==> src/rtl/multicycle_control.sv <==
// multicycle_control
//   Control FSM for the multicycle RV32I datapath under TopDE. It sequences
//   fetch, decode, execute, memory and writeback. Every datapath strobe and
//   mux select is decoded from the registered state, plus iMemReady and the
//   ALU flags where needed.
//
// Parameters
//   RESET_HALT  1 = come out of reset in HALT (debug bring-up), 0 = FETCH.
//
// Ports
//   clock, reset          rising-edge clock, async active-high reset
//   iOpcode/iFunct3/iFunct7b5  instruction fields from IR
//   iZero/iLt/iLtu        ALU flags used for branch decisions
//   iMemReady             shared I/D memory finishes the request this cycle
//   oMemReq/oMemWrite/oIorD  memory request, store, address select
//   oIRWrite/oPCWrite/oPCSource  IR/OldPC latch, PC load, PC source
//   oRegWrite/oWBSel      register file write and writeback select
//   oALUSrcA/oALUSrcB/oALUOp  ALU operand selects and operation class
//   oHalt                 FSM parked in HALT
//   oCycleCount/oInstret  performance counters (see below)
//
// Build option
//   MC_PERF_COUNTERS_EN   when defined, oCycleCount counts non-HALT cycles and
//                         oInstret counts returns to FETCH. When it is not
//                         defined, both ports are tied to 0.
module multicycle_control #(
    parameter bit RESET_HALT = 1'b0
) (
    input  logic        clock,
    input  logic        reset,
    input  logic [6:0]  iOpcode,
    input  logic [2:0]  iFunct3,
    input  logic        iFunct7b5,
    input  logic        iZero,
    input  logic        iLt,
    input  logic        iLtu,
    input  logic        iMemReady,
    output logic        oMemReq,
    output logic        oMemWrite,
    output logic        oIorD,
    output logic        oIRWrite,
    output logic        oPCWrite,
    output logic        oPCSource,
    output logic        oRegWrite,
    output logic [1:0]  oWBSel,
    output logic [1:0]  oALUSrcA,
    output logic [1:0]  oALUSrcB,
    output logic [1:0]  oALUOp,
    output logic        oHalt,
    output logic [63:0] oCycleCount,
    output logic [63:0] oInstret
);

    localparam logic [3:0] S_FETCH      = 4'd0;
    localparam logic [3:0] S_DECODE     = 4'd1;
    localparam logic [3:0] S_EXEC_R     = 4'd2;
    localparam logic [3:0] S_EXEC_I     = 4'd3;
    localparam logic [3:0] S_EXEC_LUI   = 4'd4;
    localparam logic [3:0] S_EXEC_AUIPC = 4'd5;
    localparam logic [3:0] S_WB_ALU     = 4'd6;
    localparam logic [3:0] S_ADDR       = 4'd7;
    localparam logic [3:0] S_MEM_RD     = 4'd8;
    localparam logic [3:0] S_WB_MEM     = 4'd9;
    localparam logic [3:0] S_MEM_WR     = 4'd10;
    localparam logic [3:0] S_BRANCH     = 4'd11;
    localparam logic [3:0] S_JAL        = 4'd12;
    localparam logic [3:0] S_JALR       = 4'd13;
    localparam logic [3:0] S_HALT       = 4'd14;

    logic [3:0] state, next_state;
    logic       taken, br_ok;
    logic       mem_req, mem_write, iord, ir_write, pc_write, pc_source, reg_write, halt;
    logic [1:0] wb_sel, src_a, src_b, alu_op;

    // funct7 is consumed by the ALU control decoder, not by the sequencer.
    logic unused_funct7;
    assign unused_funct7 = iFunct7b5;

    always_ff @(posedge clock or posedge reset) begin
        if (reset) state <= RESET_HALT ? S_HALT : S_FETCH;
        else       state <= next_state;
    end

    // Branch condition. funct3 010/011 are not valid branches.
    always_comb begin
        taken = 1'b0;
        br_ok = 1'b1;
        case (iFunct3)
            3'b000:  taken = iZero;
            3'b001:  taken = ~iZero;
            3'b100:  taken = iLt;
            3'b101:  taken = ~iLt;
            3'b110:  taken = iLtu;
            3'b111:  taken = ~iLtu;
            default: br_ok = 1'b0;
        endcase
    end

    always_comb begin
        next_state = state;
        mem_req = 1'b0; mem_write = 1'b0; iord = 1'b0; ir_write = 1'b0;
        pc_write = 1'b0; pc_source = 1'b0; reg_write = 1'b0; halt = 1'b0;
        wb_sel = 2'd0; src_a = 2'd0; src_b = 2'd0; alu_op = 2'd0;
        case (state)
            S_FETCH: begin
                // PC+4 computed while the instruction is fetched.
                mem_req = 1'b1; src_b = 2'd1;
                ir_write = iMemReady; pc_write = iMemReady;
                if (iMemReady) next_state = S_DECODE;
            end
            S_DECODE: begin
                // OldPC + imm precomputes the branch/JAL target into ALUOut.
                src_a = 2'd1; src_b = 2'd2;
                case (iOpcode)
                    7'b0110011:            next_state = S_EXEC_R;
                    7'b0010011:            next_state = S_EXEC_I;
                    7'b0000011, 7'b0100011: next_state = S_ADDR;
                    7'b1100011:            next_state = S_BRANCH;
                    7'b1101111:            next_state = S_JAL;
                    7'b1100111:            next_state = S_JALR;
                    7'b0110111:            next_state = S_EXEC_LUI;
                    7'b0010111:            next_state = S_EXEC_AUIPC;
                    default:               next_state = S_HALT;
                endcase
            end
            S_EXEC_R:     begin src_a = 2'd2; src_b = 2'd0; alu_op = 2'd2; next_state = S_WB_ALU; end
            S_EXEC_I:     begin src_a = 2'd2; src_b = 2'd2; alu_op = 2'd2; next_state = S_WB_ALU; end
            S_EXEC_LUI:   begin src_a = 2'd3; src_b = 2'd2; next_state = S_WB_ALU; end
            S_EXEC_AUIPC: begin src_a = 2'd1; src_b = 2'd2; next_state = S_WB_ALU; end
            S_WB_ALU:     begin reg_write = 1'b1; next_state = S_FETCH; end
            S_ADDR: begin
                src_a = 2'd2; src_b = 2'd2;
                // IR still holds the instruction, so the opcode picks load vs store.
                next_state = (iOpcode == 7'b0000011) ? S_MEM_RD : S_MEM_WR;
            end
            S_MEM_RD: begin
                mem_req = 1'b1; iord = 1'b1;
                if (iMemReady) next_state = S_WB_MEM;
            end
            S_WB_MEM: begin reg_write = 1'b1; wb_sel = 2'd1; next_state = S_FETCH; end
            S_MEM_WR: begin
                mem_req = 1'b1; mem_write = 1'b1; iord = 1'b1;
                if (iMemReady) next_state = S_FETCH;
            end
            S_BRANCH: begin
                src_a = 2'd2; src_b = 2'd0; alu_op = 2'd1; pc_source = 1'b1;
                pc_write = taken & br_ok;
                next_state = br_ok ? S_FETCH : S_HALT;
            end
            S_JAL: begin
                reg_write = 1'b1; wb_sel = 2'd2; pc_write = 1'b1; pc_source = 1'b1;
                next_state = S_FETCH;
            end
            S_JALR: begin
                // The datapath clears bit 0 of rs1+imm before it loads PC.
                src_a = 2'd2; src_b = 2'd2; pc_write = 1'b1;
                reg_write = 1'b1; wb_sel = 2'd2;
                next_state = S_FETCH;
            end
            S_HALT:  halt = 1'b1;
            default: next_state = S_HALT;
        endcase
    end

    // The reset state is still decoded while reset is high. Gate the outputs
    // so that nothing reaches the datapath until reset is released.
    assign oMemReq   = mem_req   & ~reset;
    assign oMemWrite = mem_write & ~reset;
    assign oIorD     = iord      & ~reset;
    assign oIRWrite  = ir_write  & ~reset;
    assign oPCWrite  = pc_write  & ~reset;
    assign oPCSource = pc_source & ~reset;
    assign oRegWrite = reg_write & ~reset;
    assign oHalt     = halt      & ~reset;
    assign oWBSel    = reset ? 2'd0 : wb_sel;
    assign oALUSrcA  = reset ? 2'd0 : src_a;
    assign oALUSrcB  = reset ? 2'd0 : src_b;
    assign oALUOp    = reset ? 2'd0 : alu_op;

`ifdef MC_PERF_COUNTERS_EN
    logic [63:0] cycle_q, instret_q;
    always_ff @(posedge clock or posedge reset) begin
        if (reset) begin
            cycle_q   <= 64'd0;
            instret_q <= 64'd0;
        end else begin
            if (state != S_HALT) cycle_q <= cycle_q + 64'd1;
            // A return to FETCH from any other state retires one instruction.
            if (next_state == S_FETCH && state != S_FETCH) instret_q <= instret_q + 64'd1;
        end
    end
    assign oCycleCount = cycle_q;
    assign oInstret    = instret_q;
`else
    assign oCycleCount = 64'd0;
    assign oInstret    = 64'd0;
`endif

endmodule

==> config.mk <==
export PLATFORM = sky130hd
export DESIGN_NAME = multicycle_control
export DESIGN_NICKNAME = d
export VERILOG_FILES = /design/src/rtl/multicycle_control.sv
export SDC_FILE = /design/constraint.sdc
export NUM_CORES = 1
export LEC_CHECK = 0
export BUFFER_PORTS_ARGS = -buffer_cell sky130_fd_sc_hd__buf_2
export CORE_UTILIZATION = 30
export CTS_BUF_LIST = sky130_fd_sc_hd__clkbuf_2 sky130_fd_sc_hd__clkbuf_4 sky130_fd_sc_hd__clkbuf_8
export CTS_CLUSTER_DIAMETER = 100
export DETAILED_ROUTE_END_ITERATION = 12
export HOLD_SLACK_MARGIN = 0.08
export PLACE_DENSITY = 0.82
export SETUP_SLACK_MARGIN = 0.02
export SLEW_MARGIN = 0
export SYNTH_ARGS = -nofsm -noshare
export SYNTH_HDL_FRONTEND = slang
export SYNTH_SLANG_ARGS = --single-unit
==> constraint.sdc <==
create_clock -name clock -period 1.7 [get_ports clock]
set_clock_uncertainty 0.05 [all_clocks]
set_input_delay 0.34 -clock clock [delete_from_list [all_inputs] [get_ports clock]]
set_output_delay 0.34 -clock clock [all_outputs]
set_load 0.01 [all_outputs]
==> impl_metrics.ini <==
[cts]
cts_tree = built
cts-root-buf = clkbuf_8
htree_levels = 1
cts_made_buffers = 3
path_clk_slew_ps = 30
numClockSinks = 4
clockBufferDepth = 2
clk-insertion-delay-late_ps = 220

[hold_path]
hold_path.class = in -> reg

[place]
gp_congestion = 0.874
dp_hpwl_microns = 2400
place_inst = 325
io_buffers = 31

[worst_setup_path]
crit_type = reg -> out
worst-path-max-fanout = 6
cp.required_ps = 1310
cp.arrival_ps = 1500
startpoint_type = flip-flop
worstSetupEndpointType = output port

[run]
max_cap_violations = 0

[synthesis]
yosysUniqueCellTypes = 39
synthCells = 210
syn_area_sq_mm = 0.00154
ys_ff_latch = 4
ys_warn_count = 0
syn_avg_cell_area_sq_um = 7.33
yosysSeqAreaShare = 0.0650

[finish]
n_antenna_cell = 0
top_regs = state (4)
final_nets = 283
drive_above_1_share = 0.303
syn2layout_area_growth_pct = 5.20
top_register = state
largest_reg_flops = 4
fill_cells = 504
fin_cells = 331
final_util = 0.336

[power]
comb_power_share = 0.783
power_frac_seq = 0.107
p_sw_w = 0.000845
pwr-share-clk = 0.110
p_leak_nw = 0.959
powerDensity_mw_per_mm2 = 1100
switching_share = 0.472
internal-power_w = 0.000944
ir_worst_vdd_mv = 0.390

[route]
first_pass_iters = 4
vias = 1144
drt_drc_violations_left = 0
routed_wl_microns = 2780
routedWlPerCell_microns = 8.41
drtAntennaViolNets = 0
post_drt_via_cell_ratio = 3.46
drt_iter0_drc = 29

[grt]
grtUsageTotal = 0.0925
antenna_found_initial = 0
grt_first_pass_wirelength_microns = 3840
grt_pass1_vias = 861
grt-ovfl-total = 0
grt_max_degree = 8

[timing]
finalCritPeriodShare = 1.11
rsz0062_at_grt = true
hold_violations = 0
period_needed_ps = 1890
setup_slack_ps = -193
finalSetupViolations = 9
fmax_ghz = 0.528
slew_viol_final = 0

[floorplanning]
die_w_microns = 73.7
io_pins = 161
core_sq_mm = 0.00482
initial_core_util = 0.320
die_y_microns = 73.7
num_rows = 25
die-area_sq_mm = 0.00542

[status]
violations = setup timing
status = complete, but fails checks
-- cells in the mapped netlist, drive strengths merged --
cell	count	area, sq um
a2111oi	1	8.76
a211o	1	8.76
a211oi	1	7.51
a21o	1	7.51
a21oi	6	30.0
a22o	1	8.76
a31oi	1	6.26
a41oi	1	8.76
and2	1	6.26
and2b	1	8.76
and3	1	6.26
buf	132	986
conb	1	3.75
dfrtp	4	100
inv	5	18.8
maj3	1	10.0
mux2	2	22.5
mux2i	2	20.0
nand2	8	32.5
nand2b	1	6.26
nand3	3	15.0
nand3b	1	7.51
nor2	8	30.0
nor3	7	35.0
nor4	3	25.0
o21ai	2	10.0
o22ai	2	12.5
o31ai	1	7.51
o41ai	1	16.3
or2	3	18.8
or2b	3	23.8
or3	1	6.26
or4	1	7.51
xor2	2	17.5
-- per-stage QoR --
stage	setup TNS [ps]	area (sq um)	hold WS (ps)	worst slack (ps)	total power [W]
6_report	-1040	1620	404	-193	0.00179
3_5_place_dp	-84.4	1470	298	-62.0	0.00136
3_3_place_gp	-25.8	1470	300	-21.0	0.00134
4_1_cts	-1130	1580	402	-198	0.00170
2_1_floorplan	0	2030	64.4	13.1	0.00110
5_1_grt	-1960	1620	424	-270	0.00193
-- power groups by stage --
stage | logic, W | registers, W | clock network [W]
final | 0.00140 | 0.000192 | 0.000197
after global routing | 0.00151 | 0.000202 | 0.000212
after CTS | 0.00131 | 0.000193 | 0.000201
after detailed placement | 0.00117 | 0.000185 | 0
after global placement | 0.00115 | 0.000187 | 0
after floorplan | 0.000933 | 0.000170 | 0
-- what timing repair did --
| action | 4_1_cts | 5_1_grt |
|---|---|---|
| pin swaps | 6 | 3 |
| gates resized for setup | 17 | 6 |
| setup buffers | 1 | 1 |
| hold buffers | 1 | 0 |
| endpoints found under the hold margin | 4 | 0 |
| setup endpoints to repair | 12 | 15 |
| gates cloned | 0 | 0 |
-- cells by family (layout without fill, tap and decap cells) --
family,after synthesis,in the layout,share of synthesized area
buffers and inverters,137,64,0.652
xor gates and xnor gates,2,2,0.0114
DFF,4,4,0.0650
AOI/OAI and AO/OA,19,19,0.0861
adders and majority gates,1,1,0.00650
and+or+nand+nor,42,42,0.149
muxes,4,4,0.0276
other,1,128,0.00243
-- worst max-delay path: stages, from the launching register on --
cell     delay [ps]
dfrtp_2         430
or2_4           270
nor4_4          170
and2_4          190
a211o_1         100
buf_2           120
-- path summary, 6_finish.rpt --
path | startpoint | end | slack, ps | cells after the start
worst max-delay path | state[1] | oPCWrite | -190 | 5
worst min-delay path | iMemReady | state[0] | 400 | 3
worst max register to register | state[0] | state[1] | 80 | 5
worst min register to register | state[3] | state[3] | 630 | 2
max in group asynchronous | reset | state[1] | 870 | 4
min in group asynchronous | reset | state[0] | 620 | 4
-- cells in the final DEF, fill, tap and decap left out, types with 3 or more instances in the layout --
master / instances
nor3_1: 4
nand3_1: 3
nor2_1: 6
nand2_1: 7
a21oi_1: 6
dfrtp_1: 3
nor3_2: 3
buf_4: 20
buf_6: 6
buf_2: 28
inv_1: 3
conb_1: 128
clkbuf_8: 3
-- metal layers --
layer | global-route usage | part of all wire | up-vias
li1 | - | - | 534
met1 | 0.102 | 0.37 | 515
met2 | 0.160 | 0.51 | 91
met3 | 0.0206 | 0.10 | 4
met4 | 0.0577 | 0.021 | 0
met5 | 0 | 0 | -
-- area by class of cell --
type                       count  area (sq um)  share of cell area
inverter                       5          23.8              0.0147
tap                           67          83.8              0.0517
timing repair buffer          56           388               0.239
clock buffer                   3          41.3              0.0255
multi-input combinational    196           982               0.606
sequential                     4           101              0.0625
Note: power is estimated with default switching activity, not from simulation.
